<file path="config.mk">
export PLATFORM = sky130hd
export DESIGN_NAME = wb_thr_bank
export DESIGN_NICKNAME = d
export VERILOG_FILES = /design/src/rtl/wb_thr_bank.sv
export SDC_FILE = /design/constraint.sdc
export NUM_CORES = 1
export LEC_CHECK = 0
export ABC_CLOCK_PERIOD_IN_PS = 1400
export BUFFER_PORTS_ARGS = -buffer_cell sky130_fd_sc_hd__buf_2
export CAP_MARGIN = 0
export CORE_MARGIN = 2
export CORE_UTILIZATION = 35
export DETAILED_ROUTE_END_ITERATION = 6
export GPL_TIMING_DRIVEN = 0
export PLACE_DENSITY = 0.69
export SYNTH_ARGS = -nofsm -noshare
export SYNTH_HDL_FRONTEND = slang
export SYNTH_SLANG_ARGS = --single-unit
</file>
<file path="constraint.sdc">
create_clock -name clk_i -period 1.4 [get_ports clk_i]
set_clock_uncertainty 0.05 [all_clocks]
set_input_delay 0.07 -clock clk_i [delete_from_list [all_inputs] [get_ports clk_i]]
set_output_delay 0.07 -clock clk_i [all_outputs]
set_load 0.005 [all_outputs]
</file>
<file path="src/rtl/wb_thr_bank.sv">
// Wishbone slave holding NCH high/low threshold pairs, one 32-bit word per channel.
// Optional macro WB_THR_BANK_ERR_EN: unmapped channel accesses end with wb_err_o instead of wb_ack_o.
module wb_thr_bank #(
    parameter int          NCH      = 4,
    parameter int          THR_W    = 16,
    parameter logic [15:0] HIGH_RST = 16'hFFFF,
    parameter logic [15:0] LOW_RST  = 16'h0000,
    localparam int         AW       = (NCH > 1) ? $clog2(NCH) : 1
) (
    input  logic                 clk_i,
    input  logic                 rst_n_i,
    input  logic                 wb_cyc_i,
    input  logic                 wb_stb_i,
    input  logic [AW+1:0]        wb_adr_i,
    input  logic [3:0]           wb_sel_i,
    input  logic                 wb_we_i,
    input  logic [31:0]          wb_dat_i,
    output logic                 wb_ack_o,
    output logic                 wb_err_o,
    output logic                 wb_rty_o,
    output logic                 wb_stall_o,
    output logic [31:0]          wb_dat_o,
    output logic [NCH*THR_W-1:0] thr_high_o,
    output logic [NCH*THR_W-1:0] thr_low_o,
    output logic [NCH-1:0]       thr_wr_o
);

    localparam logic [AW:0] NCH_W = (AW+1)'(NCH);

    logic             en, rip, wip, rd_req, wr_req, map;
    logic             d0_vld, d0_map, ack_nxt, err_nxt, unused_bits;
    logic [AW-1:0]    idx, d0_idx;
    logic [THR_W-1:0] d0_hi, d0_lo;
    logic [31:0]      rd_word;

    assign en     = wb_cyc_i & wb_stb_i;
    assign idx    = wb_adr_i[AW+1:2];
    assign map    = ({1'b0, idx} < NCH_W);
    // Either in-progress flag blocks new requests until the strobe is released.
    assign rd_req = en & ~wb_we_i & ~rip & ~wip;
    assign wr_req = en & wb_we_i & ~rip & ~wip;

    assign wb_rty_o   = 1'b0;
    assign wb_stall_o = ~(wb_ack_o | wb_err_o) & en;

`ifdef WB_THR_BANK_ERR_EN
    assign ack_nxt     = (rd_req & map) | (d0_vld & d0_map);
    assign err_nxt     = (rd_req & ~map) | (d0_vld & ~d0_map);
    assign unused_bits = ^{wb_sel_i, wb_adr_i[1:0], wb_dat_i};
`else
    assign ack_nxt     = rd_req | d0_vld;
    assign err_nxt     = 1'b0;
    assign unused_bits = ^{wb_sel_i, wb_adr_i[1:0], wb_dat_i, map, d0_map};
`endif

    always_comb begin
        rd_word = '0;
        for (int k = 0; k < NCH; k++) begin
            if (idx == AW'(k)) begin
                rd_word[16 +: THR_W] = thr_high_o[k*THR_W +: THR_W];
                rd_word[0 +: THR_W]  = thr_low_o[k*THR_W +: THR_W];
            end
        end
    end

    always_ff @(posedge clk_i or negedge rst_n_i) begin
        if (!rst_n_i) begin
            rip      <= 1'b0;
            wip      <= 1'b0;
            d0_vld   <= 1'b0;
            d0_map   <= 1'b0;
            d0_idx   <= '0;
            d0_hi    <= '0;
            d0_lo    <= '0;
            wb_ack_o <= 1'b0;
            wb_err_o <= 1'b0;
            wb_dat_o <= '0;
        end else begin
            rip      <= en & (rip | ~wb_we_i);
            wip      <= en & (wip | wb_we_i);
            d0_vld   <= wr_req;
            wb_ack_o <= ack_nxt;
            wb_err_o <= err_nxt;
            wb_dat_o <= rd_req ? rd_word : 32'h0;
            if (wr_req) begin
                d0_idx <= idx;
                d0_map <= map;
                d0_hi  <= wb_dat_i[16 +: THR_W];
                d0_lo  <= wb_dat_i[0 +: THR_W];
            end
        end
    end

    // Unmapped indices never match a channel, so their writes fall through silently.
    always_ff @(posedge clk_i or negedge rst_n_i) begin
        if (!rst_n_i) begin
            thr_high_o <= {NCH{HIGH_RST[THR_W-1:0]}};
            thr_low_o  <= {NCH{LOW_RST[THR_W-1:0]}};
            thr_wr_o   <= '0;
        end else begin
            for (int k = 0; k < NCH; k++) begin
                thr_wr_o[k] <= d0_vld && (d0_idx == AW'(k));
                if (d0_vld && (d0_idx == AW'(k))) begin
                    thr_high_o[k*THR_W +: THR_W] <= d0_hi;
                    thr_low_o[k*THR_W +: THR_W]  <= d0_lo;
                end
            end
        end
    end

endmodule
</file>
======== Yosys cells after proc, flatten, opt, wreduce, memory -nomap -nowiden ========
Index checks and enable logic that the tools add are counted.
storage, ports and cells
  register bits after elaboration ......... 202
  output and inout port bits .............. 168
  word-level logic and storage cells ...... 51
cells by class
  eq/ne operators ......................... 6
  mux-type cells .......................... 5
  bitwise gates (word level) .............. 17
  reductions and logical operators ........ 6
operators with widths
  cell                count
  $mux 32             5
  $and 1x1->1         10
  $eq 2x2->1 const B  4
  $eq 2x1->1 const B  2
  $logic_and 1x1->1   4
  $logic_not 2->1     2
  $not 1->1           4
  $or 1x1->1          3

======== Depth between registers and ports, before layout ========
Gate-level depths: netlist of the first run.
  word-level depth ........................ 6
  mapped depth ............................ 4

======== Worst setup path before layout of the first run ========
OpenSTA, ideal clock, no wires.
  kind .................................... register to register
  start ................................... register wip
  end ..................................... register d0_hi[0]
  setup time .............................. 0.125 ns
  arrival time ............................ 1.428 ns
  required time ........................... 1.225 ns
  path slack .............................. -0.202 ns
  cell stages (with the launch flop) ...... 4
  buffers on the path ..................... 1
  clock period less this slack ............ 1.602 ns
  cells stage by stage .................... dfrtp_1 -> nor4b_4 -> buf_6 -> mux2_2
between the ends
  word-level cells in the longest chain between the ends .. 2
ends and longest elaborated chain
  item                    RTL line  text
  from (decl)             30        logic en, rip, wip, rd_req, wr_req, map;
  from (signal assigned)  80        wip <= en & (wip | wb_we_i);
  $not 1->1               41        assign wr_req = en & wb_we_i & ~rip & ~wip;
  $and 1x1->1             41
  to (signal assigned)    88        d0_hi <= wb_dat_i[16 +: THR_W];
  to (decl)               33        logic [THR_W-1:0] d0_hi, d0_lo;
No other way between the ends.
A chain may end at the register's enable or synchronous reset.

======== Worst setup path in the final report of the first run ========
  start ................................... register d0_idx[0]
  end ..................................... register thr_low_o[10]
between the ends
  word-level cells in the longest chain between the ends .. 2
ends and longest elaborated chain
  item                             RTL line  text
  from (decl)                      32        logic [AW-1:0] idx, d0_idx;
  from (signal assigned)           86        d0_idx <= idx;
  $logic_not 2->1                  103       if (d0_vld && (d0_idx == AW'(k))) begin
  $logic_and 1x1->1                103
  to (signal assigned)             98        thr_low_o <= {NCH{LOW_RST[THR_W-1:0]}};
  to (signal, indexed assignment)  105       thr_low_o[k*THR_W +: THR_W] <= d0_lo;
  to (decl)                        24        output logic [NCH*THR_W-1:0] thr_low_o,
No other way between the ends.

==> results, run 1 <==
- The die is 157 um tall.
- After detailed placement, the total cell area comes to 9700 um2.
- The first global-routing pass estimated 33700 um of wire.
- The worst hold path class is in -> async.
- The critical path start-end classification is reg -> reg.
- Data on the critical path is required at its endpoint by 1.73 ns.
- The later pin in the worst-skew pair is clocked with a latency of 0.50 ns.
- The number of antenna diodes in the final layout is 0.
- The clock passes through at most 3 buffers.
- Measured along the x axis, the die boundary spans 157 um.
- The average vias per placed instance is between 4 and 5.
- The number of warning messages in the yosys log is 0.
- The count of final max-slew check failures came to 0.
- The leakage power is 6.09 nW.
- The cell count after synthesis came out at 473.
- The register-to-register setup slack is -0.18 ns.
- The congestion estimate from routability-driven global placement came to 0.717.
- The critical register-to-register path endpoint is thr_low_o[10].
- The critical path ends at thr_low_o[10].
- The tool flagged a number of max-cap violations equal to 0.
- In the layout the commonest cells are 207 x sky130_fd_sc_hd__buf_2, 136 x sky130_fd_sc_hd__mux2_4, 136 x sky130_fd_sc_hd__dfrtp_1.
- At the end of the flow the core is filled with cells to 0.532.
- The type of element capturing the critical path is a flop.
- The dominant combinational cell family by area after synthesis is multiplexers.
- For this configuration, the core starts out at a cell density of 0.358.
- The layout has roughly 1900 filler cells.
- The post-route minimum period is 1.58 ns.
- Setup repair after global routing could not meet its margin everywhere.
- The power density over cell area is 1820 nW/um2.
- The flip-flop and latch count after synthesis is between 200 and 250.
- The flow ran to the end, but the final reports show violations.
- The share of final-layout standard cells stronger than drive strength 1 is 0.713.
- The standard-cell row count is 55.
- The initial antenna violation count came to 0.
- The number of ports placed on the die boundary is approximately 210.
- In the final routed layout, each cell accounts on average for 20.9 um.
- Measured in cells, the most critical reg-to-reg path has a length of 5.
- Of the available clock period, the critical path in the final layout requires 1.13.
- Derived from the worst setup path, the maximum achievable clock frequency is 632 MHz.
- In this run the tool buffered the top-level ports with 202 buffer cells.
- The post-synthesis instance area is 8160 um2.
- The simple-gate share of the synthesized area is 0.0351.
- The portion of synthesized area spent on multiplexers is 0.312.
- The number of nets in the layout is 834.
- The total CTS buffers is 23.
- The number of nets still failing antenna checks after routing is 0.
- The count of different cell masters after synthesis is 21.
- The fraction of the mapped netlist area in compound gates came to 0.000614.
- The most common cell after layout, fill and taps aside is sky130_fd_sc_hd__buf_2.
- Before CTS, the worst setup slack after placement is -0.526 ns.
- The floorplan step defined a die boundary enclosing 24500 um2.
- The maximum ir drop on the vdd rail is 0.00108 V.
- The cell at the root of the clock tree is sky130_fd_sc_hd__clkbuf_16.
- Entering global routing, the biggest net connects just under 80 pins.
- Of the total synthesized cell area, the portion taken by XOR and XNOR cells is 0.
- Of the synthesized area, sequential elements account for 0.630.
- The final hold violation count is 0.
- The overall via count from detail_route is 5372.
- The placed wire-length estimate after detailed placement is 13500 um.
- The global-route usage over all layers is 0.180.
- The critical path arrival is 1.92 ns.
- Of the total synthesized cell area, the portion taken by full adders, half adders and majority gates is 0.
- The checks that failed: negative setup slack.
- Summed over all layers, the global routing overflow is 0.
- Along the worst path, the maximum fanout reaches 5.
- The clock transition at the registers of the reported paths is 0.06 ns.
- In this run, the number of DRC markers left after iteration 0 of detailed routing was 240.
- The signed area change from the synthesized netlist to the final layout is 48.5%.
- The critical path starts at d0_idx[0].
- The clock tree from TritonCTS is yes.
- The residual DRC count is 0.
- The number of global-route vias before repair came to 5590.
- Once layout is done, the placed cells without fillers occupy between 10000 and 15000 um2.
- The accumulated negative setup slack is -13.53 ns.
- Once routing completed, OpenROAD measured the worst setup slack at -0.183 ns.
- The design draws 22.1 mW.
- Setup violations remaining at the end of the flow were counted as 158.
- The wire length after detailed routing is 23300 um.
- The pre-antenna-repair detailed-routing pass consisted of 4 iterations.
- Clock tree synthesis found a total of 202 sinks.
- The area of the core is about 23000 um2.
- Each instance of the synthesized netlist takes up on average 17.2 um2.
- STA classifies the critical path startpoint as a flop.
- In this run the critical register-to-register path is launched from d0_idx[0].
- CTS built an H-tree with a depth of 1.
-- where the power goes --
group / leakage, nW / total [mW] / switching [mW] / internal, mW
sequential: 2.44 / 10.0 / 1.66 / 8.33
combinational: 3.30 / 6.39 / 2.00 / 4.39
clock: 0.345 / 5.69 / 2.33 / 3.36
total: 6.09 / 22.1 / 5.99 / 16.1
-- synthesized netlist by cell type (all sizes together) --
cell	n	area, um2
nand3b	2	15.0
nor2b	32	200
nand2	1	6.26
nand4	1	6.26
clkbuf	4	15.0
inv	4	15.0
nor3b	1	12.5
mux4	32	721
dfrtp	138	3450
nor4b	1	23.8
buf	24	151
nand3	1	5.00
conb	1	3.75
a21oi	1	5.00
dfstp	64	1680
mux2	162	1820
nor2	3	11.3
nand2b	1	6.26
-- stage by stage --
stage                     instances  hold WS (ns)
after detailed placement        991       -0.0526
final                          1117        0.0125
after global routing           1117        0.0368
after floorplan                 474        -0.276
after global placement          989         0.233
after CTS                      1104       0.00222
-- routing by layer --
layer	routed length, um	up-vias	GRT usage
li1	-	2335	-
met3	1320	48	0.0399
met5	0	-	0
met4	725	0	0.0520
met1	10400	2809	0.243
met2	10800	180	0.293
-- critical path, stage by stage (launching register included) --
cell and delay, ns:
sky130_fd_sc_hd__dfrtp_2 0.44, sky130_fd_sc_hd__nor3b_4 0.24, sky130_fd_sc_hd__buf_6 0.20, sky130_fd_sc_hd__buf_12 0.12
sky130_fd_sc_hd__buf_12 0.12, sky130_fd_sc_hd__mux2_4 0.29
-- registers in the layout, summed over array words and instances (netlist names) --
| register | flops |
|---|---|
| thr_low_o | 64 |
| wb_dat_o | 32 |
| rip | 1 |
| thr_high_o | 64 |
| d0_vld | 1 |
| d0_lo | 16 |
| wip | 1 |
| thr_wr_o | 4 |
| d0_idx | 2 |
| wb_ack_o | 1 |
| d0_hi | 16 |
-- logic make-up after synthesis --
kind of cell | after synthesis
and+or+nand+nor | 43
AOI/OAI and AO/OA | 1
buffers and inverters | 32
DFF | 202
other | 1
muxes | 194
-- how the worst min path moves through the flow --
| stage | to | cells past startpoint | slack (ns) |
|---|---|---|---|
| 2_1_floorplan | d0_hi[0] | 0 | -0.28 |
| 3_3_place_gp | rip | 2 | 0.23 |
| 3_5_place_dp | d0_lo[5] | 1 | -0.05 |
| 4_1_cts | d0_lo[5] | 2 | 0.002 |
| 5_1_grt | thr_low_o[53] | 2 | 0.04 |
| 6_report | d0_lo[5] | 2 | 0.01 |
-- repair_timing --
item	CTS	global route
endpoints found under the setup margin	185	222
hold buffers	38	0
pin swaps	5	2
resized for setup	124	88
cloned	6	6
endpoints found under the hold margin	149	0
buffers inserted	30	12
-- final cells by class --
cell class	instances	area, um2	share of cell area
sequential	202	5140	0.424
multi-input combinational	240	3380	0.279
timing repair buffer	292	2160	0.178
clock buffer	35	651	0.0537
tap	313	392	0.0323
buffer	26	334	0.0276
clock inverter	5	50.0	0.00413
inverter	4	15.0	0.00124
No activity file was read; power rests on OpenSTA's default activity.
==> inputs of run 2 (changes only) <==
SKIP_CTS_REPAIR_TIMING = 1   (was unset)
==> results, run 2 (synthesized netlist as in run 1, its figures left out) <==
- The run finished, with violations left.
- The checks that failed: negative hold slack, negative setup slack.
- The leakage power is 5.46 nW (-10%).
- STA classifies the critical path startpoint as a flop.
- The clock transition at the registers of the reported paths was 0.06 ns (about the same).
- The number of H-tree levels is 1 (unchanged).
- The area of the core was 22800 um2 (unchanged).
- The count of final max-slew check failures came to 0 (unchanged).
- The clock insertion delay at the later pin of the skew report came to 0.50 ns (about the same).
- The height of the die came to 157 um (unchanged).
- The residual DRC count is 0 (unchanged).
- The number of port buffers came to 202 (unchanged).
- The average vias per placed instance is 4.74 (-1.4%).
- The final hold violation count came to 114 (+114).
- The largest net degree at the start of global routing is 79 (unchanged).
- The signed area change from the synthesized netlist to the final layout is 39.1%.
- The endpoint required time on the critical path is 1.73 ns (about the same).
- The number of nets in the layout is 807 (-3.2%).
- The number of standard cells in the layout, taps in and fillers out was 1090 (-2.4%).
- The placed wire-length estimate after detailed placement is 13500 um (unchanged).
- Leaving out fill and tap cells, the most frequent cell in the layout is sky130_fd_sc_hd__buf_2.
- The worst hold path class is in -> async.
- The final cell area excluding filler cells is 11300 um2 (-6.3%).
- The wire length after detailed routing was 21300 um (-8.5%).
- The number of iterations in the first detailed-routing pass came to 4 (unchanged).
- The maximum buffer depth of the clock tree is 3 (unchanged).
- The highest fanout seen on the critical path came to 10 (+5).
- The floorplan die width came to 157 um (unchanged).
- The instance area at placement was 9700 um2 (unchanged).
- TritonCTS built the clock tree.
- The standard-cell row count came to 55 (unchanged).
- The global-route usage over all layers is 0.165 (-0.0151).
- The initial antenna violation count came to 0 (unchanged).
- The maximum ir drop on the vdd rail is 0.00111 V (+2.5%).
- The final standard cell utilization of the core was 0.498 (-0.0335).
- The critical path start-end classification is reg -> reg.
- The number of ports placed on the die boundary is 213 (unchanged).
- The share of the clock period used by the worst path is 1.11 (-0.0214).
- The overall via count from detail_route was 5169 (-3.8%).
- Walking the worst path, the cells encountered are nor4b_4 -> buf_6 -> buf_12 -> mux2_2.
- The total global routing overflow is 0 (unchanged).
- The critical path arrival is 1.88 ns (-0.04 ns).
- The number of DRC markers in iteration 0 came to 195 (-19%).
- The number of setup violations in the final report is 90 (-43%).
- The power density over cell area is 1860 nW/um2 (+1.8%).
- The worst setup slack after layout was -0.153 ns (+0.0299 ns).
- The routability congestion estimate from global placement is 0.717 (unchanged).
- The antenna diode instance count is 0 (unchanged).
- The type of element capturing the critical path is a flop.
- The largest stage delay on the critical path came to 0.40 ns (-0.04 ns).
- The highest achievable clock rate is 644 MHz (+1.9%).
- The share of final-layout standard cells stronger than drive strength 1 was 0.704 (-0.00870).
- The worst slack on hold paths came to -0.580 ns (-0.593 ns).
- The filler cell count in the final layout is 1969 (+5.0%).
- The average wire length per cell after detail routing is 19.5 um (-6.3%).
- Setup repair after global routing could not meet its margin everywhere.
- The number of nets still failing antenna checks after routing came to 0 (unchanged).
- The global-route wire length before repair was 30900 um (-8.5%).
- The number of global-route vias before repair is 5105 (-8.7%).
- The number of sinks driven by the clock tree is 202 (unchanged).
- The effective utilization at floorplan is 0.358 (unchanged).
- The number of placed cells counting well taps is 991 (unchanged).
- The root buffer cell chosen for the clock tree is sky130_fd_sc_hd__clkbuf_16.
- The post-route minimum period is 1.55 ns (-0.0299 ns).
- The total CTS buffers is 23 (unchanged).
- The area of the multi-input gates is 3030 um2 (-10%).
- The full die area is 24500 um2 (unchanged).
- The number of max-cap violations is 0 (unchanged).
- The library cells used most frequently in the layout, excluding fill and tap cells, are 206 x sky130_fd_sc_hd__buf_2, 135 x sky130_fd_sc_hd__dfrtp_1, 116 x sky130_fd_sc_hd__mux2_2.
- The largest registers in the layout are thr_high_o: 64 flops, thr_low_o: 64 flops, wb_dat_o: 32 flops.
- The largest individual stage delay along the critical path comes from the cell sky130_fd_sc_hd__dfrtp_1.
- The worst slack at placement was -0.526 ns (unchanged).
- The area occupied by registers was 5140 um2 (about the same).
## run 2: area by class of cell
cell class              count  share of cell area
repair buffers            263               0.153
clock buffers              35              0.0573
multi-input cells         240               0.267
inverters                   4             0.00132
plain buffers              28              0.0294
flip-flops and latches    202               0.453
well taps                 313              0.0345
clock inverters             5             0.00441
## run 2: worst paths after layout
kind,start,endpoint,slack [ns],cells past startpoint
worst max-delay path,wip,d0_lo[7],-0.15,4
worst min-delay path,rst_n_i,wb_dat_o[4],-0.58,1
worst max register to register,wip,d0_lo[7],-0.15,4
worst min register to register,thr_low_o[34],thr_low_o[34],0.47,1
max in group asynchronous,rst_n_i,thr_high_o[19],0.76,3
min in group clk_i,wb_adr_i[2],wb_dat_o[0],0.14,3
## run 2: report_power, final
part | switching, mW | internal [mW]
Combinational | 1.87 | 3.65
Clock | 2.31 | 3.36
Sequential | 1.55 | 8.33
## run 2: worst max-delay path: cells and delay by family, from the launching register on
| kind | cells | cell delay, ns |
|---|---|---|
| flops | 1 | 0.40 |
| buf+inv | 2 | 0.36 |
| mux | 1 | 0.34 |
| simple gates | 1 | 0.27 |
## run 2: per-stage QoR
step           total power [mW]  TNS, ns
6_report                   21.1    -7.52
2_1_floorplan              12.4    -5.91
4_1_cts                    20.9   -58.73
3_5_place_dp               15.2   -56.33
3_3_place_gp               15.0  -615.08
5_1_grt                    22.2   -11.70
## run 2: metal layers
layer  routed length [um]  GRT usage  vias to the layer above
met1                 9320      0.219                     2667
met3                 1380     0.0443                       36
met5                    0          0                        -
met2                10100      0.268                      175
li1                     -          -                     2291
met4                  543     0.0454                        0
==> inputs of run 3 (changes only) <==
ABC_AREA = 1   (was unset)
PLACE_DENSITY = unset   (was 0.69)
==> results, run 3 <==
- The cell repeated most along the worst path is sky130_fd_sc_hd__buf_12.
- The count of final max-slew check failures was 0 (unchanged).
- Leaving out fill and tap cells, the most frequent cell in the layout is sky130_fd_sc_hd__nand2_1.
- The number of standard cells after synthesis is 952 (+100%).
- The total buffers and inverters traversed by the critical path is 3 (+1).
- The residual DRC count was 0 (unchanged).
- The global routing met2 resource utilization came to 0.368 (+0.0997).
- The largest net degree at the start of global routing came to 105 (+33%).
- The flip-flop and latch count after synthesis is 202 (unchanged).
- The worst hold path class is in -> reg.
- The most used routing layer in global routing is met2.
- The number of iterations in the first detailed-routing pass came to 5 (+1).
- The initial antenna violation count was 0 (unchanged).
- The share of the clock period used by the worst path is 0.952 (-0.157).
- The pin slew with the least headroom to its limit is 0.800 ns.
- The largest stage delay on the critical path is 0.41 ns (about the same).
- The register-to-register setup slack is 0.07 ns (+0.22 ns).
- The endpoint required time on the critical path was 1.78 ns (+0.05 ns).
- The standard-cell row count is 56 (+1.8%).
- The global-route wire length before repair is 43600 um (+41%).
- The average wire length per cell after detail routing is 18.6 um (-4.7%).
- Among cell families on the critical path, the largest total delay comes from flip-flops.
- The antenna diode instance count is 0 (unchanged).
- The worst slack at placement is -0.340 ns (+0.186 ns).
- The count of flip-flops with a built-in enable after synthesis is 0 (unchanged).
- The final hold violation count is 1 (-99%).
- The number of DRC markers in iteration 0 came to 466 (+140%).
- The number of sinks driven by the clock tree came to 202 (unchanged).
- sky130_fd_sc_hd__nand2_1 is the most common cell in the netlist.
- The average footprint of a synthesized cell is 8.87 um2 (-49%).
- The area fraction of the dominant cell type after synthesis is 0.409 (-0.0144).
- After synthesis, the largest family of logic cells by area is simple AND/OR/NAND/NOR gates.
- The post-route minimum period is 1.33 ns (-0.220 ns).
- The fraction of the mapped netlist area in adder cells is 0 (unchanged).
- The maximum buffer depth of the clock tree is 3 (unchanged).
- The instance area at placement came to 9900 um2 (+2.1%).
- On the critical path, the stage with the largest delay is an instance of sky130_fd_sc_hd__dfrtp_1.
- The final reports fail on negative hold slack.
- The largest registers in the layout are thr_high_o: 64 flops, thr_low_o: 64 flops, wb_dat_o: 32 flops.
- The number of setup violations in the final report was 0 (-100%).
- Ranked by total cell area, the synthesized netlist is headed by sky130_fd_sc_hd__dfrtp_1 41%, sky130_fd_sc_hd__dfstp_2 20%, sky130_fd_sc_hd__nand2_1 11%.
- The type of element capturing the critical path is a flop.
- The maximum ir drop on the vdd rail is 0.00109 V (-1.8%).
- The most used flip-flop cell after synthesis is sky130_fd_sc_hd__dfrtp_1.
- The number of nets in the layout is 1266 (+57%).
- The number of max-cap violations is 0 (unchanged).
- The number of nets still failing antenna checks after routing is 0 (unchanged).
- The average vias per placed instance was 4.73 (-0.26%).
- The number of warning messages in the yosys log is 0 (unchanged).
- The critical path in this run is classified as reg -> reg.
- The global-route usage over all layers is 0.223 (+0.0581).
- The number of global-route vias before repair is 7238 (+42%).
- The clock transition at the registers of the reported paths is 0.06 ns (about the same).
- The worst setup slack after layout was 0.0677 ns (+0.220 ns).
- The count of different cell masters after synthesis is 23 (+9.5%).
- The number of ports placed on the die boundary is 213 (unchanged).
- Sorting the synthesized cells by how often they occur yields 245 x sky130_fd_sc_hd__nand2_1, 171 x sky130_fd_sc_hd__o21ai_0, 138 x sky130_fd_sc_hd__dfrtp_1, 104 x sky130_fd_sc_hd__inv_1, 64 x sky130_fd_sc_hd__dfstp_2.
- The area of the core is 23600 um2 (+3.7%).
- The proportion of register bits with asynchronous set or reset after synthesis was 1.00 (unchanged).
- The area growth from synthesis to layout is 33.1%.
- The critical path goes through nor2_2 -> nand2_2 -> inv_4 -> buf_12 -> buf_12 -> nand2_1 -> o21ai_1.
- The clock insertion delay at the later pin of the skew report is 0.51 ns (about the same).
- The met1 capacity usage during global routing is 0.306 (+0.0869).
- The cell at the root of the clock tree is sky130_fd_sc_hd__clkbuf_16.
- Setup repair after global routing could not meet its margin everywhere.
- The overall via count from detail_route is 7350 (+42%).
- The accumulated negative setup slack is 0 ns (+7.52 ns).
- The filler cell count in the final layout is 2320 (+18%).
- The number of port buffers is 203 (+0.50%).
- The clock tree from TritonCTS is yes.
- The effective utilization at floorplan is 0.358 (-0.000469).
- The number of H-tree levels is 1 (unchanged).
- The highest fanout seen on the critical path is 10 (unchanged).
- The floorplan die width is 159 um (+1.7%).
- The final cell area excluding filler cells is 11200 um2 (-0.95%).
- The full die area is 25400 um2 (+3.4%).
- The post-synthesis xor/xnor area fraction is 0 (unchanged).
- The worst slack on hold paths is -0.0127 ns (+0.567 ns).
- The placed wire-length estimate after detailed placement is 19400 um (+43%).
- The critical path arrival came to 1.71 ns (-0.17 ns).
- The worst setup path is launched from a flop.
- The met3 global-route usage is 0.0383 (-0.00602).
- The worst slew margin relative to its limit is 0.467.
- The post-synthesis instance area was 8440 um2 (+3.5%).
- The leakage power is 5.62 nW (+2.8%).
- The sequential area share after synthesis is 0.608 (-0.0215).
- The total CTS buffers came to 23 (unchanged).
- The portion of netlist area occupied by mux cells is 0 (-0.312).
- The total global routing overflow came to 0 (unchanged).
- The simple-gate share of the synthesized area is 0.193 (+0.158).
- The share of final-layout standard cells stronger than drive strength 1 was 0.309 (-0.395).
- The routability congestion estimate from global placement came to 0.781 (+8.9%).
- Leaving out fill and tap cells, the most frequent cells in the layout are 235 x sky130_fd_sc_hd__nand2_1, 208 x sky130_fd_sc_hd__buf_2, 142 x sky130_fd_sc_hd__o21ai_0.
- The flow ran to the end, but the final reports show violations.
- The fraction of the mapped netlist area in compound gates is 0.116 (+0.115).
- The height of the die is 159 um (+1.7%).
- The wire length after detailed routing came to 29000 um (+36%).
- The power density over cell area is 1820 nW/um2 (-1.9%).
- The biggest area contributor in the post-synthesis netlist is sky130_fd_sc_hd__dfrtp_1.
- The highest achievable clock rate came to 751 MHz (+17%).
==> run 3: cell count changes after synthesis, sizes merged, moves of 32 or more <==
cell,change
inv,+102
mux4,-32
nor2b,-32
nor2,+57
mux2,-162
nand3,+50
o21ai,+179
nand2,+246
==> run 3: power breakdown <==
group / internal [mW] / leakage (nW) / switching [mW] / total [mW]
logic: 2.34 / 2.80 / 2.85 / 5.19
clock network: 3.41 / 0.348 / 2.34 / 5.75
registers: 8.19 / 2.47 / 1.35 / 9.54
==> run 3: path summary, 6_finish.rpt <==
path                                startpoint              to  cells past startpoint
worst max-delay path                       rip        d0_hi[6]                      7
worst min-delay path               wb_adr_i[3]     wb_dat_o[8]                      5
worst max register to register             rip        d0_hi[6]                      7
worst min register to register  thr_high_o[47]  thr_high_o[47]                      2
max in group asynchronous              rst_n_i  thr_high_o[27]                      3
min in group asynchronous              rst_n_i       d0_lo[14]                      2
==> run 3: layer usage <==
metal | up-vias | share of wire
li1 | 3538 | -
met2 | 219 | 0.48
met5 | - | 0
met1 | 3554 | 0.44
met4 | 0 | 0.020
met3 | 39 | 0.060
==> run 3: stage by stage <==
stage | hold WS (ns) | utilization | power [mW] | std cells
after floorplan | -0.276 | - | 11.7 | 953
after global placement | 0.225 | 0.418 | 14.5 | 1475
after detailed placement | 0.117 | 0.419 | 14.6 | 1476
after CTS | -0.421 | 0.449 | 20.4 | 1515
after global routing | 0.0127 | 0.476 | 21.8 | 1554
final | -0.0127 | 0.476 | 20.5 | 1554
==> run 3: cells by family (layout without fill, tap and decap cells) <==
family                 after synthesis  after routing
other                                1              2
flip-flops                         202            202
buffers and inverters              165            447
AND/OR/NAND/NOR                    389            389
AO/OA/AOI/OAI                      195            195
==> run 3: area by class of cell <==
type | count | area, um2 | share of cell area
Sequential cell | 202 | 5130 | 0.457
Multi-Input combinational cell | 586 | 2670 | 0.238
Timing Repair Buffer | 243 | 1450 | 0.129
Clock buffer | 35 | 661 | 0.0588
Buffer | 59 | 475 | 0.0423
Inverter | 106 | 404 | 0.0359
Tap cell | 319 | 399 | 0.0355
Clock inverter | 4 | 45.0 | 0.00401
==> run 3: worst min-delay path: cells and delay by family <==
family / cells / cell delay (ns)
AO/OA/AOI/OAI: 1 / 0.09
buffers and inverters: 1 / 0.17
AND/OR/NAND/NOR: 3 / 0.19
